**src/rtl/riscv_misalign_splitter_pkg.sv**
```systemverilog
// Shared encodings for the misaligned load/store splitter.
package riscv_misalign_splitter_pkg;

    // Access size encoding carried on the size field of a request.
    typedef enum logic [1:0] {
        SZ_B = 2'd0,
        SZ_H = 2'd1,
        SZ_W = 2'd2,
        SZ_D = 2'd3
    } size_e;

    // Splitter sequencing: accept, first beat, optional second beat, respond.
    typedef enum logic [1:0] {
        ST_IDLE  = 2'd0,
        ST_BEAT1 = 2'd1,
        ST_BEAT2 = 2'd2,
        ST_DONE  = 2'd3
    } state_e;

    // Number of bytes touched by an access of the given size.
    function automatic logic [3:0] size_bytes(input logic [1:0] size);
        return 4'd1 << size;
    endfunction

endpackage

```
**src/rtl/riscv_misalign_splitter_if.sv**
```systemverilog
// Pipeline-side request/response and data-memory bus of the splitter.
//
// Handshake: a request (req_valid plus its fields) is held stable while
// o_stall is high. A bus beat completes in a cycle where mem_req and mem_ack
// are both high; load data on mem_rdata is valid in that same cycle, and an
// ack while mem_req is low is ignored. resp_valid is a one-cycle completion
// pulse carrying rdata; exceptions are flagged in the request cycle itself.
interface riscv_misalign_splitter_if #(
    parameter int XLEN = 64
);
    import riscv_misalign_splitter_pkg::*;

    localparam int W = XLEN / 8;

    logic            i_riscv_msplit_req_valid;
    logic            i_riscv_msplit_is_store;
    logic [1:0]      i_riscv_msplit_size;
    logic            i_riscv_msplit_unsigned;
    logic [XLEN-1:0] i_riscv_msplit_addr;
    logic [XLEN-1:0] i_riscv_msplit_wdata;
    logic            o_riscv_msplit_stall;
    logic            o_riscv_msplit_resp_valid;
    logic [XLEN-1:0] o_riscv_msplit_rdata;
    logic            o_riscv_msplit_load_misaligned;
    logic            o_riscv_msplit_store_misaligned;
    logic            o_riscv_msplit_mem_req;
    logic            o_riscv_msplit_mem_we;
    logic [XLEN-1:0] o_riscv_msplit_mem_addr;
    logic [W-1:0]    o_riscv_msplit_mem_bmask;
    logic [XLEN-1:0] o_riscv_msplit_mem_wdata;
    logic            i_riscv_msplit_mem_ack;
    logic [XLEN-1:0] i_riscv_msplit_mem_rdata;
    state_e          o_riscv_msplit_dbg_state;

    modport master (
        output i_riscv_msplit_req_valid, i_riscv_msplit_is_store, i_riscv_msplit_size,
               i_riscv_msplit_unsigned, i_riscv_msplit_addr, i_riscv_msplit_wdata,
               i_riscv_msplit_mem_ack, i_riscv_msplit_mem_rdata,
        input  o_riscv_msplit_stall, o_riscv_msplit_resp_valid, o_riscv_msplit_rdata,
               o_riscv_msplit_load_misaligned, o_riscv_msplit_store_misaligned,
               o_riscv_msplit_mem_req, o_riscv_msplit_mem_we, o_riscv_msplit_mem_addr,
               o_riscv_msplit_mem_bmask, o_riscv_msplit_mem_wdata, o_riscv_msplit_dbg_state
    );

    modport slave (
        input  i_riscv_msplit_req_valid, i_riscv_msplit_is_store, i_riscv_msplit_size,
               i_riscv_msplit_unsigned, i_riscv_msplit_addr, i_riscv_msplit_wdata,
               i_riscv_msplit_mem_ack, i_riscv_msplit_mem_rdata,
        output o_riscv_msplit_stall, o_riscv_msplit_resp_valid, o_riscv_msplit_rdata,
               o_riscv_msplit_load_misaligned, o_riscv_msplit_store_misaligned,
               o_riscv_msplit_mem_req, o_riscv_msplit_mem_we, o_riscv_msplit_mem_addr,
               o_riscv_msplit_mem_bmask, o_riscv_msplit_mem_wdata, o_riscv_msplit_dbg_state
    );

endinterface

```
**src/rtl/riscv_misalign_splitter_lane.sv**
```systemverilog
// Byte-lane steering for one bus beat: byte enables, positioned store data,
// load-data merging and final sign/zero extension.
module riscv_misalign_splitter_lane
    import riscv_misalign_splitter_pkg::*;
#(
    parameter int XLEN = 64
) (
    input  logic [$clog2(XLEN/8)-1:0] off_i,
    input  logic [1:0]                size_i,
    input  logic                      beat2_i,
    input  logic                      is_store_i,
    input  logic                      is_unsigned_i,
    input  logic [XLEN-1:0]           wdata_i,
    input  logic [XLEN-1:0]           rdata_i,
    input  logic [XLEN-1:0]           merge_i,
    output logic [XLEN/8-1:0]         bmask_o,
    output logic [XLEN-1:0]           wdata_o,
    output logic [XLEN-1:0]           merge_o,
    output logic [XLEN-1:0]           ext_o
);
    localparam int W    = XLEN / 8;
    localparam int W2   = 2 * W;
    localparam int OFFW = $clog2(W);
    localparam int SHW  = OFFW + 4;

    logic [W2-1:0]  nmask;
    logic [W2-1:0]  span;
    logic [SHW-1:0] sh_lo;
    logic [SHW-1:0] sh_hi;

    // The access occupies lanes off..off+n-1 of a two-word window; the low
    // word is beat 1 and the high word spills into beat 2.
    assign nmask = (W2'(1) << size_bytes(size_i)) - W2'(1);
    assign span  = nmask << off_i;
    assign sh_lo = SHW'(off_i) << 3;
    assign sh_hi = SHW'(XLEN) - sh_lo;

    assign bmask_o = beat2_i ? span[W2-1:W] : span[W-1:0];
    assign wdata_o = beat2_i ? (wdata_i >> sh_hi) : (wdata_i << sh_lo);
    // Beat 1 supplies the low-order result bytes, beat 2 the remainder.
    assign merge_o = beat2_i ? (merge_i | (rdata_i << sh_hi)) : (rdata_i >> sh_lo);

    // Keep only n result bytes, then sign- or zero-extend; stores return 0.
    always_comb begin
        ext_o = merge_i;
        if (is_store_i) begin
            ext_o = '0;
        end else begin
            case (size_i)
                SZ_B:    ext_o = is_unsigned_i ? XLEN'(merge_i[7:0])  : XLEN'($signed(merge_i[7:0]));
                SZ_H:    ext_o = is_unsigned_i ? XLEN'(merge_i[15:0]) : XLEN'($signed(merge_i[15:0]));
                SZ_W:    ext_o = is_unsigned_i ? XLEN'(merge_i[31:0]) : XLEN'($signed(merge_i[31:0]));
                default: ext_o = merge_i;
            endcase
        end
    end

endmodule

```
**src/rtl/riscv_misalign_splitter.sv**
```systemverilog
// Misaligned load/store handler between the memory stage and the data bus.
// Boundary-crossing accesses become two aligned beats when SPLIT_EN=1;
// with SPLIT_EN=0 every misaligned access is trapped instead.
module riscv_misalign_splitter
    import riscv_misalign_splitter_pkg::*;
#(
    parameter int XLEN     = 64,
    parameter bit SPLIT_EN = 1'b1
) (
    input logic                      i_riscv_msplit_clk,
    input logic                      i_riscv_msplit_rstn,
    riscv_misalign_splitter_if.slave bus
);
    localparam int W    = XLEN / 8;
    localparam int OFFW = $clog2(W);

    state_e          state_q;
    logic            is_store_q;
    logic            unsigned_q;
    logic            cross_q;
    logic [1:0]      size_q;
    logic [XLEN-1:0] addr_q;
    logic [XLEN-1:0] wdata_q;
    logic [XLEN-1:0] merge_q;

    logic [3:0]      req_n;
    logic [OFFW-1:0] req_off;
    logic [4:0]      req_end;
    logic            req_misaligned;
    logic            req_size_bad;
    logic            req_illegal;
    logic            req_cross;
    logic            idle_req;
    logic            req_accept;
    logic            in_beat;
    logic            beat2;
    logic [XLEN-1:0] aligned;
    logic [W-1:0]    lane_bmask;
    logic [XLEN-1:0] lane_wdata;
    logic [XLEN-1:0] lane_merge;
    logic [XLEN-1:0] lane_ext;

    // Request decode, only meaningful while IDLE.
    assign req_n          = size_bytes(bus.i_riscv_msplit_size);
    assign req_off        = bus.i_riscv_msplit_addr[OFFW-1:0];
    assign req_misaligned = |(bus.i_riscv_msplit_addr[2:0] & (req_n[2:0] - 3'd1));
    assign req_size_bad   = (XLEN == 32) && (bus.i_riscv_msplit_size == SZ_D);
    assign req_illegal    = req_size_bad || (!SPLIT_EN && req_misaligned);
    assign req_end        = 5'(req_off) + 5'(req_n);
    assign req_cross      = req_end > 5'(W);
    // Gated by reset so that outputs read zero while reset is held.
    assign idle_req       = i_riscv_msplit_rstn && (state_q == ST_IDLE) && bus.i_riscv_msplit_req_valid;
    assign req_accept     = idle_req && !req_illegal;

    assign in_beat = (state_q == ST_BEAT1) || (state_q == ST_BEAT2);
    assign beat2   = (state_q == ST_BEAT2);
    assign aligned = {addr_q[XLEN-1:OFFW], {OFFW{1'b0}}};

    riscv_misalign_splitter_lane #(.XLEN(XLEN)) u_lane (
        .off_i         (addr_q[OFFW-1:0]),
        .size_i        (size_q),
        .beat2_i       (beat2),
        .is_store_i    (is_store_q),
        .is_unsigned_i (unsigned_q),
        .wdata_i       (wdata_q),
        .rdata_i       (bus.i_riscv_msplit_mem_rdata),
        .merge_i       (merge_q),
        .bmask_o       (lane_bmask),
        .wdata_o       (lane_wdata),
        .merge_o       (lane_merge),
        .ext_o         (lane_ext)
    );

    // Sequencer: capture request, run one or two beats, pulse completion.
    always_ff @(posedge i_riscv_msplit_clk or negedge i_riscv_msplit_rstn) begin
        if (!i_riscv_msplit_rstn) begin
            state_q    <= ST_IDLE;
            is_store_q <= 1'b0;
            unsigned_q <= 1'b0;
            cross_q    <= 1'b0;
            size_q     <= 2'd0;
            addr_q     <= '0;
            wdata_q    <= '0;
            merge_q    <= '0;
        end else begin
            case (state_q)
                ST_IDLE: begin
                    if (req_accept) begin
                        is_store_q <= bus.i_riscv_msplit_is_store;
                        unsigned_q <= bus.i_riscv_msplit_unsigned;
                        size_q     <= bus.i_riscv_msplit_size;
                        addr_q     <= bus.i_riscv_msplit_addr;
                        wdata_q    <= bus.i_riscv_msplit_wdata;
                        cross_q    <= req_cross;
                        merge_q    <= '0;
                        state_q    <= ST_BEAT1;
                    end
                end
                ST_BEAT1: begin
                    if (bus.i_riscv_msplit_mem_ack) begin
                        merge_q <= lane_merge;
                        state_q <= cross_q ? ST_BEAT2 : ST_DONE;
                    end
                end
                ST_BEAT2: begin
                    if (bus.i_riscv_msplit_mem_ack) begin
                        merge_q <= lane_merge;
                        state_q <= ST_DONE;
                    end
                end
                default: begin
                    state_q <= ST_IDLE;
                end
            endcase
        end
    end

    // Pipeline-side outputs.
    assign bus.o_riscv_msplit_stall            = req_accept || in_beat;
    assign bus.o_riscv_msplit_load_misaligned  = idle_req && req_illegal && !bus.i_riscv_msplit_is_store;
    assign bus.o_riscv_msplit_store_misaligned = idle_req && req_illegal && bus.i_riscv_msplit_is_store;
    assign bus.o_riscv_msplit_resp_valid       = (state_q == ST_DONE);
    assign bus.o_riscv_msplit_rdata            = (state_q == ST_DONE) ? lane_ext : '0;
    assign bus.o_riscv_msplit_dbg_state        = state_q;

    // Bus outputs; the second beat address wraps naturally at 2^XLEN.
    assign bus.o_riscv_msplit_mem_req   = in_beat;
    assign bus.o_riscv_msplit_mem_we    = in_beat && is_store_q;
    assign bus.o_riscv_msplit_mem_addr  = in_beat ? (beat2 ? aligned + XLEN'(W) : aligned) : '0;
    assign bus.o_riscv_msplit_mem_bmask = in_beat ? lane_bmask : '0;
    assign bus.o_riscv_msplit_mem_wdata = (in_beat && is_store_q) ? lane_wdata : '0;

endmodule

```
**src/flat_wrapper.sv**
```systemverilog
// flat-port wrapper written by rule: the top's interface ports become plain ports
module riscv_misalign_splitter_flat import riscv_misalign_splitter_pkg::*;
#(
    parameter int XLEN     = 64,
    parameter bit SPLIT_EN = 1'b1
)
  (i_riscv_msplit_clk, i_riscv_msplit_rstn, bus_i_riscv_msplit_req_valid, bus_i_riscv_msplit_is_store, bus_i_riscv_msplit_size, bus_i_riscv_msplit_unsigned, bus_i_riscv_msplit_addr, bus_i_riscv_msplit_wdata, bus_i_riscv_msplit_mem_ack, bus_i_riscv_msplit_mem_rdata, bus_o_riscv_msplit_stall, bus_o_riscv_msplit_resp_valid, bus_o_riscv_msplit_rdata, bus_o_riscv_msplit_load_misaligned, bus_o_riscv_msplit_store_misaligned, bus_o_riscv_msplit_mem_req, bus_o_riscv_msplit_mem_we, bus_o_riscv_msplit_mem_addr, bus_o_riscv_msplit_mem_bmask, bus_o_riscv_msplit_mem_wdata, bus_o_riscv_msplit_dbg_state);
  riscv_misalign_splitter_if #(.XLEN(XLEN)) bus_i ();
  input logic i_riscv_msplit_clk;
  input logic i_riscv_msplit_rstn;
  input wire logic [$bits(bus_i.i_riscv_msplit_req_valid)-1:0] bus_i_riscv_msplit_req_valid;
  input wire logic [$bits(bus_i.i_riscv_msplit_is_store)-1:0] bus_i_riscv_msplit_is_store;
  input wire logic [$bits(bus_i.i_riscv_msplit_size)-1:0] bus_i_riscv_msplit_size;
  input wire logic [$bits(bus_i.i_riscv_msplit_unsigned)-1:0] bus_i_riscv_msplit_unsigned;
  input wire logic [$bits(bus_i.i_riscv_msplit_addr)-1:0] bus_i_riscv_msplit_addr;
  input wire logic [$bits(bus_i.i_riscv_msplit_wdata)-1:0] bus_i_riscv_msplit_wdata;
  input wire logic [$bits(bus_i.i_riscv_msplit_mem_ack)-1:0] bus_i_riscv_msplit_mem_ack;
  input wire logic [$bits(bus_i.i_riscv_msplit_mem_rdata)-1:0] bus_i_riscv_msplit_mem_rdata;
  output wire logic [$bits(bus_i.o_riscv_msplit_stall)-1:0] bus_o_riscv_msplit_stall;
  output wire logic [$bits(bus_i.o_riscv_msplit_resp_valid)-1:0] bus_o_riscv_msplit_resp_valid;
  output wire logic [$bits(bus_i.o_riscv_msplit_rdata)-1:0] bus_o_riscv_msplit_rdata;
  output wire logic [$bits(bus_i.o_riscv_msplit_load_misaligned)-1:0] bus_o_riscv_msplit_load_misaligned;
  output wire logic [$bits(bus_i.o_riscv_msplit_store_misaligned)-1:0] bus_o_riscv_msplit_store_misaligned;
  output wire logic [$bits(bus_i.o_riscv_msplit_mem_req)-1:0] bus_o_riscv_msplit_mem_req;
  output wire logic [$bits(bus_i.o_riscv_msplit_mem_we)-1:0] bus_o_riscv_msplit_mem_we;
  output wire logic [$bits(bus_i.o_riscv_msplit_mem_addr)-1:0] bus_o_riscv_msplit_mem_addr;
  output wire logic [$bits(bus_i.o_riscv_msplit_mem_bmask)-1:0] bus_o_riscv_msplit_mem_bmask;
  output wire logic [$bits(bus_i.o_riscv_msplit_mem_wdata)-1:0] bus_o_riscv_msplit_mem_wdata;
  output wire logic [$bits(bus_i.o_riscv_msplit_dbg_state)-1:0] bus_o_riscv_msplit_dbg_state;
  assign bus_i.i_riscv_msplit_req_valid = bus_i_riscv_msplit_req_valid;
  assign bus_i.i_riscv_msplit_is_store = bus_i_riscv_msplit_is_store;
  assign bus_i.i_riscv_msplit_size = bus_i_riscv_msplit_size;
  assign bus_i.i_riscv_msplit_unsigned = bus_i_riscv_msplit_unsigned;
  assign bus_i.i_riscv_msplit_addr = bus_i_riscv_msplit_addr;
  assign bus_i.i_riscv_msplit_wdata = bus_i_riscv_msplit_wdata;
  assign bus_i.i_riscv_msplit_mem_ack = bus_i_riscv_msplit_mem_ack;
  assign bus_i.i_riscv_msplit_mem_rdata = bus_i_riscv_msplit_mem_rdata;
  assign bus_o_riscv_msplit_stall = bus_i.o_riscv_msplit_stall;
  assign bus_o_riscv_msplit_resp_valid = bus_i.o_riscv_msplit_resp_valid;
  assign bus_o_riscv_msplit_rdata = bus_i.o_riscv_msplit_rdata;
  assign bus_o_riscv_msplit_load_misaligned = bus_i.o_riscv_msplit_load_misaligned;
  assign bus_o_riscv_msplit_store_misaligned = bus_i.o_riscv_msplit_store_misaligned;
  assign bus_o_riscv_msplit_mem_req = bus_i.o_riscv_msplit_mem_req;
  assign bus_o_riscv_msplit_mem_we = bus_i.o_riscv_msplit_mem_we;
  assign bus_o_riscv_msplit_mem_addr = bus_i.o_riscv_msplit_mem_addr;
  assign bus_o_riscv_msplit_mem_bmask = bus_i.o_riscv_msplit_mem_bmask;
  assign bus_o_riscv_msplit_mem_wdata = bus_i.o_riscv_msplit_mem_wdata;
  assign bus_o_riscv_msplit_dbg_state = bus_i.o_riscv_msplit_dbg_state;
  riscv_misalign_splitter #(.XLEN(XLEN), .SPLIT_EN(SPLIT_EN)) u_core (.i_riscv_msplit_clk(i_riscv_msplit_clk), .i_riscv_msplit_rstn(i_riscv_msplit_rstn), .bus(bus_i));
endmodule
```
**config.mk**
```make
export PLATFORM = sky130hd
export DESIGN_NAME = riscv_misalign_splitter_flat
export DESIGN_NICKNAME = d
export VERILOG_FILES = /design/src/rtl/riscv_misalign_splitter_pkg.sv /design/src/rtl/riscv_misalign_splitter_if.sv /design/src/rtl/riscv_misalign_splitter_lane.sv /design/src/rtl/riscv_misalign_splitter.sv /design/src/flat_wrapper.sv
export SDC_FILE = /design/constraint.sdc
export NUM_CORES = 1
export LEC_CHECK = 0
export CAP_MARGIN = 20
export CORE_ASPECT_RATIO = 2
export CORE_MARGIN = 1.5
export CORE_UTILIZATION = 48
export CTS_CLUSTER_SIZE = 16
export DETAILED_ROUTE_END_ITERATION = 7
export PLACE_DENSITY = 0.76
export SYNTH_ARGS = -nofsm -noshare
export SYNTH_HDL_FRONTEND = slang
export SYNTH_HIERARCHICAL = 1
export SYNTH_SLANG_ARGS = --single-unit
```
**constraint.sdc**
```tcl
create_clock -name i_riscv_msplit_clk -period 3.5 [get_ports i_riscv_msplit_clk]
set_input_delay 0.7 -clock i_riscv_msplit_clk [delete_from_list [all_inputs] [get_ports i_riscv_msplit_clk]]
set_output_delay 0.7 -clock i_riscv_msplit_clk [all_outputs]
set_load 0.005 [all_outputs]
```
==> results_dict.tcl <==
set metrics [dict create \
    grt.overflow.total 0 \
    synth.distinct_cells 78 \
    cts_tree "done" \
    die_area_sq_um 40200 \
    fin_cells 3290 \
    place_congestion 1.08 \
    worst_setup_path_end_kind "output pin" \
    violations "design-rule violations, negative setup slack" \
    mostFrequentLayoutCells "clkdlybuf4s50_1, nand2_1, buf_4" \
    wirelength_um 106000 \
    peakVddDrop_v 0.000707 \
    critPathTopFamily "simple AND/OR/NAND/NOR gates" \
    ys_warn_count 6 \
    syn_area_sq_um 18700 \
    start_util_pct 48.5 \
    yosysTopAreaCell "dfrtp_1" \
    grt_pass1_wl_um 147000 \
    ys_ff_latch 199 \
    setup_violations 23 \
    ys_seq_area_share_pct 26.6 \
    synth_edf_count 0 \
    post-route-period-util_pct 111 \
    finalMaxSlewViolations 0 \
    seqCellArea_sq_um 5000 \
    insertion_delay_ns 0.47 \
    core_sq_um 38500 \
    grt_pass1_vias 22000 \
    dpl.hpwl_um 70200 \
    final_area_sq_um 27500 \
    multi_input_area_sq_um 13800 \
    cellLeakagePower_nw 12.8 \
    worst_pin_slew_ns 1.14 \
    critPathBufInv 5 \
    ant_nets 0 \
    clk_pin_slew_ns 0.11 \
    p_per_area_nw_per_um2 1260 \
    path_class "reg2out" \
    cts.sinks 199 \
    status "complete, but fails checks" \
    critPathMaxStageDelay_ns 0.50 \
    fp.dieH_um 282 \
    port_buffers 402 \
    max_freq_mhz 258 \
    final_core_util_pct 71.3 \
    syn_inst 2198 \
    viasPerCell 6.83 \
    synth_top_area_share_pct 26.6 \
    dp_slack_ns -0.0692 \
    slew_headroom_pct 24.3 \
    dieWidth_um 143 \
    setup_tns_ns -2.75 \
    track_usage_pct 50.9 \
    synth_area_leaders "dfrtp_1, mux2_2, mux2i_1, nand2_1, o21ai_0" \
    worstHoldPathType "in2async" \
    period_needed_ns 3.88 \
    synth_flop_cell "dfrtp_1" \
    path_max_fanout 5 \
    rrSetupSlack_ns 0.32 \
    cts-root-buf "clkbuf_16" \
    cp.arrival_ns 3.18 \
    fill_cells 2969 \
    ioPinCount 408 \
    syn_to_final_growth_pct 46.8 \
    placement_rows 102 \
    drive_above_1_share_pct 29.0 \
    finClkSkew_ns 0.0236 \
    syn_area_per_cell_sq_um 8.51 \
    cp.required_ns 2.80 \
    placed_area_sq_um 23900 \
    routedWlPerCell_um 32.1 \
    cp_cell_sequence "inv_2 > ha_4 > nand4_4 > nor4_4 > nand4_1 > buf_4 > buf_6 > buf_6 > or4_4 > nand2_4 > buf_6" \
    finalNetCount 2956 \
    slowest_stage "nor4_4" \
    crit_top_cell "buf_6" \
    cts_buffers 17 \
    finalHoldViolCount 0 \
    drtIter0Drc 2633 \
    startpoint_type "flip-flop" \
    grt_max_degree 164 \
    rsz0062_at_grt "yes" \
    clockBufferDepth 2 \
    setup_ws_ns -0.377 \
    dr.pass1.iters 8 \
    grt_antenna_before_repair 19 \
    holdBufCountCts 0 \
    num_vias 22500 \
    max_cap_violations 0 \
    dp.cells 3096 \
    post-route-drc-count 1 \
    async_reset_ff_share_pct 100 \
    htreeDepth 4 \
]
==> layer usage <==
| layer | global-route usage, % | part of all wire [%] |
|---|---|---|
| met1 | 45.7 | 29 |
| met2 | 82.1 | 46 |
| met3 | 19.5 | 10 |
| met4 | 56.5 | 14 |
| met5 | 2.51 | 0.21 |
==> layout make-up <==
class                   instances  share of cell area (%)
well taps                     520                    2.37
clock buffers                  17                    1.55
inverters                      14                   0.210
clock inverters                15                   0.779
diodes                         13                   0.118
repair buffers                734                    26.7
multi-input cells            1778                    50.1
flip-flops and latches        199                    18.2
==> worst reg2reg max path: stages, from the launching register on <==
cell and delay [ns]:
dfrtp_4 0.48, inv_4 0.06, ha_4 0.31, buf_4 0.11, buf_4 0.11, buf_4 0.46
mux2i_1 0.33, a2bb2oi_1 0.31, nor2_1 0.07, o32a_1 0.49, nand2_1 0.22, o21ai_0 0.10
==> stage by stage <==
stage          hold WS [ns]  power [mW]
3_5_place_dp          0.493        26.4
6_report              0.119        34.6
2_1_floorplan         0.404        16.9
5_1_grt               0.154        35.6
4_1_cts               0.138        30.6
3_3_place_gp          0.465        26.3
==> repair_timing <==
item / in CTS / in global routing
buffers inserted: 62 / 80
pin swaps: 43 / 80
cloned: 9 / 3
setup endpoints to repair: 156 / 129
gates resized for setup: 228 / 313
endpoints found under the hold margin: 0 / 0
==> final timing paths <==
| check | from | depth (start not counted) | endpoint |
|---|---|---|---|
| max in group asynchronous | i_riscv_msplit_rstn | 2 | u_core/merge_q[33] |
| worst min register to register | u_core/merge_q[26] | 2 | u_core/merge_q[26] |
| worst max register to register | u_core/addr_q[0] | 11 | u_core/merge_q[20] |
| worst max-delay path | u_core/bus.o_riscv_msplit_dbg_state[0] | 11 | bus_o_riscv_msplit_mem_addr[50] |
| worst min-delay path | i_riscv_msplit_rstn | 1 | u_core/addr_q[56] |
| min in group i_riscv_msplit_clk | u_core/merge_q[26] | 2 | u_core/merge_q[26] |
==> sequential cells by signal, indices dropped and copies added, names as in the netlist <==
signal and flops:
u_core/addr_q 64, u_core/bus.o_riscv_msplit_dbg_state 2, u_core/cross_q 1, u_core/is_store_q 1
u_core/merge_q 64, u_core/size_q 2, u_core/unsigned_q 1, u_core/wdata_q 64
==> logic make-up after synthesis <==
family	after synthesis	synth area share, %
AO/OA/AOI/OAI	574	20.9
XOR/XNOR	40	1.87
adder cells (fa/ha/maj)	13	0.896
buffers and inverters	225	6.05
flip-flops	199	26.6
multiplexers	392	23.6
other	1	0.0200
AND/OR/NAND/NOR	754	20.1
==> synth_stat cells (all sizes together) (9+ instances only) <==
master and number:
nand2 276, dfrtp 199, mux2i 191, mux2 184, o21ai 133, nor2 131, clkbuf 116, a21oi 115
buf 95, and2 77, and3 76, a22oi 63, nand3 49, a211oi 43, nor2b 41, o21a 32
a221o 29, nand4 28, o211ai 26, o221ai 23, xor2 22, a2bb2oi 19, or3 18, xnor2 18
mux4 17, o22ai 16, nand2b 14, nor4 13, o2bb2ai 13, inv 12, nor3 12, a221oi 11
ha 11, o32a 9
==> power by group <==
| group | switching (mW) | total [mW] | internal [mW] |
|---|---|---|---|
| registers | 2.09 | 5.43 | 3.34 |
| logic | 14.9 | 26.9 | 12.0 |
| clock network | 1.22 | 2.24 | 1.02 |
(Power assumes the default switching activity.)
==> RTL edit: new RTL, same settings <==
`SPLIT_EN` is set to 1'b1 in 2 places; all go to 1'b0.
--- a/src/rtl/riscv_misalign_splitter.sv
+++ b/src/rtl/riscv_misalign_splitter.sv
@@ -7,3 +7,3 @@
     parameter int XLEN     = 64,
-    parameter bit SPLIT_EN = 1'b1
+    parameter bit SPLIT_EN = 1'b0
 ) (
--- a/src/flat_wrapper.sv
+++ b/src/flat_wrapper.sv
@@ -4,3 +4,3 @@
     parameter int XLEN     = 64,
-    parameter bit SPLIT_EN = 1'b1
+    parameter bit SPLIT_EN = 1'b0
 )
Behaviour: not the same (Yosys sat finds a counterexample within 4 cycles, from zero or initial values and one cycle with i_riscv_msplit_rstn low).
==> RTL edit against the original RTL <==
The run ends with negative setup slack left. First-iteration DRC count rose by 18%. Clock skew fell by 0.0052 ns. Count of clock-buffer cells in the layout rose by 1. Synthesized area rose by 0.32%. Design area fell by 1.3%. Total power fell by 6.4%. Sequential share of layout area rose by 0.22 points. Utilization fell by 1.1 points. Wire length fell by 5.7%. Worst setup slack got worse by 0.15 ns. Sequential cell count did not move. Non-clock buffer count fell by 12. Die area rose by 0.32%. Maximum frequency fell by 3.8%. Largest cell class unchanged. Largest power group unchanged. Highest routed layer unchanged.
==> RTL edit: results (changes against the original RTL) <==
| Metric | Value |
|---|---|
| Status | finished, violations left |
| Placed Cells | 3143 (+1.5%) |
| Violated checks | negative setup slack |
| Mean Syn Cell Area | 8.45 sq um (-0.72%) |
| Post-Route WL | 99700 microns (-5.7%) |
| Area contributors post-synth | dfrtp_1 27%, mux2i_1 10%, mux2_2 9.7%, nand2_1 5.7%, o21ai_0 3.8% |
| Clock slew seen by the registers of the worst setup and hold paths | 0.09 ns (-0.02 ns) |
| Largest net degree at the start of global routing | 147 (-10%) |
| Drc violations | 0 (-1) |
| Pre-antenna DRT Iters | 7 (-1) |
| WHS | 0.0608 ns (-0.0586 ns) |
| Final setup viols | 17 (-26%) |
| CP Max Fanout | 9 (+4) |
| R2r endpoint | u_core/merge_q[31]$_DFFE_PN0P_ |
| Global-route wire length before repair | 140000 microns (-5.1%) |
| Placed cell area | 24300 sq um (+1.3%) |
| Tot GR Track Use | 0.479 (-0.0299) |
| Routed WL per cell | 30.2 microns (-5.9%) |
| Placed wire-length estimate | 66300 microns (-5.6%) |
| Setup TNS | -2.47 ns (+0.273 ns) |
| Share of layout cells above drive strength 1 | 0.272 (-0.0173) |
| Met3 Use GR | 0.172 (-0.0235) |
| Sequential fraction of the synthesis area | 0.265 (-0.000852) |
| Critical Path Start | u_core/addr_q[1]$_DFFE_PN0P_ |
| Commonest cells in the netlist | 286 x nand2_1, 199 x dfrtp_1, 192 x mux2i_1, 162 x mux2_2, 144 x o21ai_0 |
| Setup ws final | -0.530 ns (-0.153 ns) |
| Routed vias/inst | 6.82 (-0.27%) |
| Static leakage | 0.0125 uW (-2.2%) |
| Peak supply drop | 685 uV (-3.1%) |
| CP Capture Point | bus_o_riscv_msplit_mem_wdata[34] |
| Initial antenna violation count | 15 (-4) |
| Synth cell types | 82 (+5.1%) |
| Fin Clk Skew | 0.0184 ns (-0.00523 ns) |
| Clk Latency, worst-skew pair | 0.50 ns (+0.03 ns) |
| 1st-iter DRT viols | 3119 (+18%) |
| GPL Wtd Cong | 1.03 (-4.4%) |
| DP Worst Slack | 0.00283 ns (+0.0720 ns) |
| # port buffers | 404 (+0.50%) |
## RTL edit: cell types whose count changed in the layout (fill, tap and decap cells not counted), sizes merged, moves of 7 or more
cell / before / now
xnor2: 18 / 9
o21ai: 133 / 147
dlygate4sd2: 40 / 21
mux2: 184 / 175
buf: 333 / 318
nor2: 131 / 124
nand2: 276 / 286
clkbuf: 41 / 53
## RTL edit: cell type report
| cell class | count | area, sq um |
|---|---|---|
| diodes | 10 | 25.0 |
| clock buffers | 18 | 439 |
| clock inverters | 14 | 174 |
| fillers | 3034 | 11600 |
| inverters | 24 | 98.8 |
| multi-input cells | 1790 | 13500 |
| flip-flops and latches | 199 | 5000 |
| well taps | 520 | 651 |
| repair buffers | 722 | 7240 |
## RTL edit: cell families (layout without fill, tap and decap cells)
family,Yosys count,in the layout,share of synthesized area
mux,384,384,0.230
compound gates,603,603,0.217
fa+ha+maj,14,14,0.00960
other cells,1,13,0.000200
simple gates,752,752,0.199
xor+xnor,34,34,0.0159
flops,199,199,0.265
buf+inv,234,778,0.0626
## RTL edit: what timing repair did
| item | 4_1_cts | 5_1_grt |
|---|---|---|
| setup endpoints to repair | 121 | 132 |
| hold buffers | 0 | 0 |
| pin swaps | 45 | 61 |
| buffers inserted | 50 | 54 |
| gates resized for setup | 195 | 286 |
| gates cloned | 11 | 6 |
## RTL edit: per-layer routing
layer	wire, microns	share of wire
met2	45900	0.46
met5	65	0.00065
met1	29000	0.29
met3	11200	0.11
met4	13500	0.14
## RTL edit: critical path, stage by stage (launching register included)
cell and delay, ns:
dfrtp_4 0.49, buf_4 0.17, or2_1 0.48, buf_4 0.33, o22ai_1 0.74, o22ai_2 0.15, and3_1 0.20, dlygate4sd2_1 0.26
## RTL edit: power by group
group          switching (uW)  internal [uW]
sequential               1830           3330
clock                    1120           1050
combinational           13900          11200
total                   16800          15600
